$ cat src/rtl/adder3_pkg.sv
// Shared definitions for the bit-serial (3-bit slice) adder controller:
// FSM state encoding, slice width and slice-index width helper.
package adder3_pkg;

  localparam int SLICE_W = 3;

  typedef enum logic [1:0] {
    IDLE = 2'd0,
    ADD  = 2'd1,
    DONE = 2'd2
  } state_t;

  // Width of a counter able to address slices 0..nslice-1 (at least 1 bit).
  function automatic int idx_w(input int nslice);
    return (nslice <= 1) ? 1 : $clog2(nslice);
  endfunction

endpackage

$ cat src/rtl/adder3_slice.sv
// Combinational 3-bit adder slice with carry in/out. With ADDER3_SEQ_OVF_EN
// defined it also exports the carry into its top bit for overflow detection.
module adder3_slice
  import adder3_pkg::*;
(
  input  logic [SLICE_W-1:0] a,
  input  logic [SLICE_W-1:0] b,
  input  logic               ci,
  output logic [SLICE_W-1:0] s,
  output logic               co
`ifdef ADDER3_SEQ_OVF_EN
  ,
  output logic               c_top
`endif
);

  logic [2:0] lo;
  logic [1:0] hi;

  // Split at the top bit so its carry-in is visible for signed overflow.
  assign lo = {1'b0, a[1:0]} + {1'b0, b[1:0]} + {2'b00, ci};
  assign hi = {1'b0, a[2]} + {1'b0, b[2]} + {1'b0, lo[2]};
  assign s  = {hi[0], lo[1:0]};
  assign co = hi[1];

`ifdef ADDER3_SEQ_OVF_EN
  assign c_top = lo[2];
`endif

endmodule

$ cat src/rtl/adder3_seq_ctrl.sv
// Sequential W-bit adder reusing one 3-bit slice per cycle, LSB slice first,
// with valid/ready handshakes. Optional overflow flag: ADDER3_SEQ_OVF_EN.
module adder3_seq_ctrl
  import adder3_pkg::*;
#(
  parameter int NSLICE = 4
) (
  input  logic                      clk,
  input  logic                      rst_n,
  input  logic                      in_valid,
  output logic                      in_ready,
  input  logic [SLICE_W*NSLICE-1:0] x,
  input  logic [SLICE_W*NSLICE-1:0] y,
  input  logic                      cin,
  output logic                      out_valid,
  input  logic                      out_ready,
  output logic [SLICE_W*NSLICE-1:0] sum,
  output logic                      cout,
  output logic                      busy
`ifdef ADDER3_SEQ_OVF_EN
  ,
  output logic                      ovf
`endif
);

  localparam int W  = SLICE_W * NSLICE;
  localparam int IW = idx_w(NSLICE);
  localparam logic [IW-1:0] LAST = IW'(NSLICE - 1);

  state_t               state;
  logic [IW-1:0]        idx;
  logic                 carry;
  logic [W-1:0]         xr;
  logic [W-1:0]         yr;
  logic [SLICE_W-1:0]   sa;
  logic [SLICE_W-1:0]   sb;
  logic [SLICE_W-1:0]   ss;
  logic                 sco;
`ifdef ADDER3_SEQ_OVF_EN
  logic                 sct;
`endif

  assign sa = xr[SLICE_W*idx +: SLICE_W];
  assign sb = yr[SLICE_W*idx +: SLICE_W];

  adder3_slice u_slice (
    .a     (sa),
    .b     (sb),
    .ci    (carry),
    .s     (ss),
    .co    (sco)
`ifdef ADDER3_SEQ_OVF_EN
    ,
    .c_top (sct)
`endif
  );

  assign in_ready  = (state == IDLE);
  assign out_valid = (state == DONE);
  assign busy      = (state != IDLE);

  // NOTE: xr/yr are left out of reset; they are always loaded before use,
  // so resetting them would only add reset fan-out to the datapath.
  always_ff @(posedge clk) begin
    if (!rst_n) begin
      state <= IDLE;
      idx   <= '0;
      carry <= 1'b0;
      sum   <= '0;
      cout  <= 1'b0;
`ifdef ADDER3_SEQ_OVF_EN
      ovf   <= 1'b0;
`endif
    end else begin
      case (state)
        IDLE: begin
          if (in_valid) begin
            xr    <= x;
            yr    <= y;
            carry <= cin;
            idx   <= '0;
            state <= ADD;
          end
        end
        ADD: begin
          sum[SLICE_W*idx +: SLICE_W] <= ss;
          carry <= sco;
          idx   <= idx + 1'b1;
          if (idx == LAST) begin
            idx   <= '0;
            cout  <= sco;
`ifdef ADDER3_SEQ_OVF_EN
            ovf   <= sct ^ sco;
`endif
            state <= DONE;
          end
        end
        DONE: begin
          if (out_ready) state <= IDLE;
        end
        default: state <= IDLE;
      endcase
    end
  end

endmodule

$ cat config.mk
export PLATFORM = sky130hd
export DESIGN_NAME = adder3_seq_ctrl
export DESIGN_NICKNAME = d
export VERILOG_FILES = /design/src/rtl/adder3_pkg.sv /design/src/rtl/adder3_slice.sv /design/src/rtl/adder3_seq_ctrl.sv
export SDC_FILE = /design/constraint.sdc
export NUM_CORES = 1
export LEC_CHECK = 0
export ABC_AREA = 1
export ABC_CLOCK_PERIOD_IN_PS = 5900
export CORE_MARGIN = 2
export CORE_UTILIZATION = 40
export DETAILED_ROUTE_END_ITERATION = 7
export PLACE_DENSITY = 0.69
export SYNTH_ARGS = -nofsm -noshare
export SYNTH_HDL_FRONTEND = slang
export SYNTH_SLANG_ARGS = --single-unit
$ cat constraint.sdc
create_clock -name clk -period 5.9 [get_ports clk]
set_input_delay 0.59 -clock clk [delete_from_list [all_inputs] [get_ports clk]]
set_output_delay 0.59 -clock clk [all_outputs]
set_load 0.02 [all_outputs]
==> flow_metrics.env, run 1 <==
export IMPL_slew_headroom_pct=25.2
export IMPL_via_count=1376
export IMPL_use_met3_pct=5.06
export IMPL_grt_pass1_vias=1374
export IMPL_endpoint_kind="register"
export IMPL_post_route_period_util_pct=55.9
export IMPL_clk_pin_slew_worst_paths_ns=0.08
export IMPL_avgSynthCellArea_um2=9.19
export IMPL_synthCells=200
export IMPL_hold_buffers=0
export IMPL_hold_viol=0
export IMPL_dpl_cell_area_um2=2330
export IMPL_rows=24
export IMPL_overflow=0
export IMPL_cts_tree="built"
export IMPL_grt_busiest_layer="met2"
export IMPL_setup_viol=0
export IMPL_synthAdderAreaFrac_pct=7.35
export IMPL_antenna_found_initial=0
export IMPL_synthMuxAreaShare_pct=0
export IMPL_yosysWarningCount=0
export IMPL_hp_class="reg2reg"
export IMPL_grt_util_met2_pct=23.1
export IMPL_fp_coreArea_um2=4380
export IMPL_clockRootBuffer="clkbuf_8"
export IMPL_design_die_area_um2=5150
export IMPL_fmax_mhz=303
export IMPL_post_route_drc_count=0
export IMPL_synth_compound_area_share_pct=9.39
export IMPL_yosys_area_share_simple_pct=18.5
export IMPL_fin_area_um2=2440
export IMPL_track_usage_pct=15.2
export IMPL_grt_max_degree=26
export IMPL_fp_dieW_um=71.8
export IMPL_gp_congestion=0.882
export IMPL_pre_cts_slack_ns=2.62
export IMPL_cp_max_fo=25
export IMPL_htreeDepth=2
export IMPL_p_per_area_nw_per_um2=261
export IMPL_synth_cell_area_um2=1840
export IMPL_ios=45
export IMPL_vdd_drop_max_mv=0.133
export IMPL_viasPerCell=4.59
export IMPL_cts_buffers=5
export IMPL_synth_seq_cells=42
export IMPL_p_leak_uw=0.000956
export IMPL_worst_pin_slew_ns=1.12
export IMPL_portBuffers=44
export IMPL_layout_setup_ws_ns=2.60
export IMPL_first_iter_violations=90
export IMPL_final_util_pct=55.6
export IMPL_use_met1_pct=20.6
export IMPL_dpl_hpwl_um=2470
export IMPL_start_util_pct=41.9
export IMPL_synth_xor_area_share_pct=0
export IMPL_final_max_slew_violation_count=0
export IMPL_worstPathRequired_ns=6.12
export IMPL_cp_start_kind="register"
export IMPL_finClkSkew_ns=0.00586
export IMPL_cts_resized=0
export IMPL_syn_nets=238
export IMPL_layout_cells_most_common="clkdlybuf4s50_1"
export IMPL_wl_um=3390
export IMPL_die_y_um=71.8
export IMPL_crit_arrival_ns=3.52
export IMPL_rsz0062_at_grt="false"
export IMPL_area_delta_synth_final_pct=32.5
export IMPL_cts_sinks=42
export IMPL_num_antenna_cells=0
export IMPL_synth_distinct_cells=15
export IMPL_critPathKind="reg2reg"
export IMPL_final_cell_mix="clkdlybuf4s50_1, nor2_1, nand2_1, edfxtp_1, inv_1"
export IMPL_maxCapViolCount=0
export IMPL_ant_nets=0
export IMPL_status="completed"
export IMPL_min_period_ns=3.30
export IMPL_avgRoutedWirePerCell_um=11.3
export IMPL_synth_top_family_by_area="simple AND/OR/NAND/NOR gates"
export IMPL_post_cts_buffers=0
export IMPL_clock_path_buffers=2
export IMPL_grt_pass1_wl_um=6070
export IMPL_layout_nets=285
export IMPL_clk_latency_ns=0.29
export IMPL_dr_pass1_iters=4
export IMPL_drive_above_1_share_pct=4.03
export IMPL_finalSetupTns_ns=0
export IMPL_yosysSeqAreaShare_pct=58.8
==> registers in the layout, indices dropped and copies added (netlist names) <==
| name | count |
|---|---|
| yr | 12 |
| xr | 12 |
| idx | 2 |
| carry | 1 |
| state | 2 |
| cout | 1 |
| sum | 12 |
==> critical path: stages (launching register included) <==
cell and delay (ns):
dfxtp_1 0.80, inv_1 0.39, o21ai_0 0.26, o22ai_1 0.12
fa_1 0.40, inv_1 0.08, fa_1 0.19, fa_1 0.44
nor2_1 0.18, nand2_1 0.11, inv_1 0.08, nand2_1 0.05
a21oi_1 0.12
==> power by group <==
| group | switching, µW | internal, µW | total, µW | leakage (µW) |
|---|---|---|---|---|
| registers | 8.03 | 322 | 330 | 0.000369 |
| logic | 46.1 | 41.2 | 87.3 | 0.000533 |
| clock network | 93.9 | 124 | 218 | 0.0000541 |
| total | 148 | 488 | 636 | 0.000956 |
==> cell usage after synthesis <==
master | instances | area, µm²
edfxtp_1 | 24 | 721
nor2_1 | 39 | 146
o21ai_0 | 15 | 75.1
inv_1 | 23 | 86.3
o22ai_1 | 2 | 12.5
inv_2 | 1 | 3.75
ha_1 | 6 | 75.1
nand3_1 | 9 | 45.0
fa_1 | 3 | 60.1
nand2_1 | 38 | 143
dfxtp_1 | 18 | 360
buf_2 | 3 | 15.0
nand4_1 | 1 | 6.26
clkbuf_1 | 1 | 3.75
a21oi_1 | 17 | 85.1
==> cell type report <==
type,instances,area (µm²)
Clock buffer,5,68.8
Clock inverter,3,40.0
Fill cell,416,1950
Inverter,24,90.1
Multi-Input combinational cell,130,651
Sequential cell,42,1080
Tap cell,52,65.1
Timing Repair Buffer,44,440
==> cell families (layout without fill, tap and decap cells) <==
family / Yosys count / in the layout
AO/OA/AOI/OAI: 34 / 34
adder cells (fa/ha/maj): 9 / 9
flip-flops: 42 / 42
buffers and inverters: 28 / 76
AND/OR/NAND/NOR: 87 / 87
==> metal layers <==
layer / share of wire (%) / routed length [µm]
met1: 47 / 1610
met2: 46 / 1570
met3: 5.5 / 185
met4: 0.71 / 24
met5: 0 / 0
==> per-stage QoR <==
stage / cells / power, µW / hold WS (ns)
after floorplan: 200 / 386 / 0.517
after global placement: 292 / 423 / 0.432
after detailed placement: 292 / 425 / 0.441
after CTS: 300 / 643 / 0.453
after global routing: 300 / 668 / 0.468
final: 300 / 636 / 0.449
==> worst paths after layout <==
check,from,to,slack [ns],cells after the start
max reg2reg,idx[0],sum[11],2.60,12
min,cout,cout,0.45,2
min reg2reg,cout,cout,0.45,2
max,idx[0],sum[11],2.60,12
Note: power is estimated with default switching activity, not from simulation.
==> run 2: changes to the inputs <==
ABC_CLOCK_PERIOD_IN_PS = 3100   (was 5900)
clock period = 3.1 ns   (was 5.9 ns; I/O delays follow)
==> run 2 against run 1 <==
Net effect: global-route usage shrank 0.080 points; die area is the same; non-clock buffer count grew 3; wire length grew 0.86%; clock skew grew 0.00054 ns; critical endpoint unchanged.
==> flow_metrics.env, run 2 (synthesis results as in run 1) <==
export IMPL_status="completed"
export IMPL_rsz0062_at_grt="false"
export IMPL_dr_pass1_iters=4
export IMPL_area_delta_synth_final_pct=32.2
export IMPL_p_int_uw=855
export IMPL_portBuffers=44
export IMPL_grt_pass1_wl_um=6000
export IMPL_cp_start_kind="register"
export IMPL_grt_max_degree=25
export IMPL_maxCapViolCount=0
export IMPL_worstPathRequired_ns=3.32
export IMPL_hold_viol=0
export IMPL_hold_buffers=0
export IMPL_crit_arrival_ns=2.87
export IMPL_ff2ff_path_depth=12
export IMPL_post_route_period_util_pct=85.2
export IMPL_layout_setup_ws_ns=0.459
export IMPL_dpl_hpwl_um=2550
export IMPL_p_leak_uw=0.000957
export IMPL_layout_nets=288
export IMPL_ant_nets=0
export IMPL_final_max_slew_violation_count=0
export IMPL_clk_latency_ns=0.29
export IMPL_biggestRegsByFlops="sum: 12 flops, xr: 12 flops, yr: 12 flops"
export IMPL_track_usage_pct=15.1
export IMPL_gp_congestion=0.893
export IMPL_fin_area_um2=2430
export IMPL_design_die_area_um2=5150
export IMPL_antenna_found_initial=0
export IMPL_avgRoutedWirePerCell_um=11.3
export IMPL_hp_class="reg2reg"
export IMPL_overflow=0
export IMPL_wl_met1_um=1560
export IMPL_layout_cells_most_common="clkdlybuf4s50_1"
export IMPL_first_iter_violations=83
export IMPL_viasPerCell=4.59
export IMPL_rows=24
export IMPL_final_cell_mix="clkdlybuf4s50_1, nor2_1, nand2_1, edfxtp_1, inv_1"
export IMPL_critPathCapture="sum[11]"
export IMPL_seqPwrFrac_pct=55.5
export IMPL_fin_cells=303
export IMPL_power_switching_uw=270
export IMPL_dp_cells=295
export IMPL_grt_pass1_vias=1367
export IMPL_fmax_mhz=379
export IMPL_p_clk_share_pct=29.0
export IMPL_setup_viol=0
export IMPL_regToRegStartpoint="idx[1]"
export IMPL_dpl_cell_area_um2=2350
export IMPL_wl_met2_um=1600
export IMPL_clock_path_buffers=2
export IMPL_clockRootBuffer="clkbuf_8"
export IMPL_cts_buffers=5
export IMPL_ff2ff_setup_slack_ns=0.46
export IMPL_pre_cts_slack_ns=0.467
export IMPL_finalSetupTns_ns=0
export IMPL_swShare_pct=24.0
export IMPL_post_route_drc_count=0
export IMPL_drive_above_1_share_pct=3.98
export IMPL_p_per_area_nw_per_um2=463
export IMPL_cts_sinks=42
export IMPL_fp_dieW_um=71.8
export IMPL_min_period_ns=2.64
export IMPL_fp_coreArea_um2=4380
export IMPL_ios=45
export IMPL_vdd_drop_max_mv=0.294
export IMPL_via_count=1392
export IMPL_die_y_um=71.8
export IMPL_cts_tree="built"
export IMPL_cts_resized=0
export IMPL_clk_pin_slew_worst_paths_ns=0.07
export IMPL_r2r_end="sum[11]"
export IMPL_critical_path_startpoint="idx[1]"
export IMPL_start_util_pct=41.9
export IMPL_htreeDepth=2
export IMPL_slew_headroom_pct=63.1
export IMPL_routed_top_layer="met4"
export IMPL_num_antenna_cells=0
export IMPL_finClkSkew_ns=0.00640
export IMPL_post_cts_buffers=0
export IMPL_critPathKind="reg2reg"
export IMPL_wl_um=3410
export IMPL_dr_wl_met3_um=206
export IMPL_cp_max_fo=11
export IMPL_power_frac_comb_pct=15.5
export IMPL_endpoint_kind="register"
export IMPL_worst_pin_slew_ns=0.548
-- run 2: cell types whose count changed in the layout (fill, tap and decap cells not counted) --
cell | before | now
bufinv_16 | 1 | 0
clkbuf_1 | 0 | 3
clkinv_2 | 1 | 0
clkinvlp_2 | 1 | 0
buf_4 | 0 | 3
-- run 2: power by group through the flow --
stage,sequential (µW),clock [µW],combinational [µW]
finish,624,327,174
detailed placement,636,0,173
floorplan,641,0,93.2
global placement,636,0,173
global route,626,368,195
CTS,624,343,174
-- run 2: critical path, stage by stage (launching register included) --
cell and delay [ns]:
dfxtp_1 0.41, inv_1 0.25, o21ai_0 0.14, o22ai_1 0.17
fa_1 0.20, inv_1 0.05, fa_1 0.38, fa_1 0.49
nor2_1 0.15, nand2_1 0.10, inv_1 0.06, nand2_1 0.05
a21oi_1 0.13
-- run 2: how the worst min path moves through the flow --
stage	startpoint	to	slack, ns	cells past startpoint
final	cout	cout	0.44	2
after global routing	cout	cout	0.46	2
after CTS	cout	cout	0.45	2
after detailed placement	cout	cout	0.43	2
after global placement	cout	cout	0.43	2
after floorplan	x[0]	xr[0]	0.41	0
-- run 2: per-stage QoR --
stage          hold slack [ns]  total power, µW  utilization [%]
6_report                 0.442             1120             55.4
3_5_place_dp             0.435              810             53.6
3_3_place_gp             0.432              809             53.6
4_1_cts                  0.446             1140             55.4
5_1_grt                  0.461             1190             55.4
2_1_floorplan            0.409              734                -
-- run 2: layer usage --
layer / track usage (%) / vias to the layer above
met4: 5.03 / 0
met5: 0 / -
met3: 4.92 / 7
li1: - / 745
met2: 23.4 / 44
met1: 20.2 / 596
-- run 2: area by class of cell --
class / count / area [µm²]
Inverter: 24 / 90.1
Fill cell: 416 / 1950
Clock buffer: 8 / 80.1
Sequential cell: 42 / 1080
Tap cell: 52 / 65.1
Timing Repair Buffer: 47 / 463
Multi-Input combinational cell: 130 / 651
==> run 3: changes to the inputs <==
CAP_MARGIN = 25   (was default)
==> results of run 3 <==
No change in the layout: final DEF, timing and power equal those of run 2.
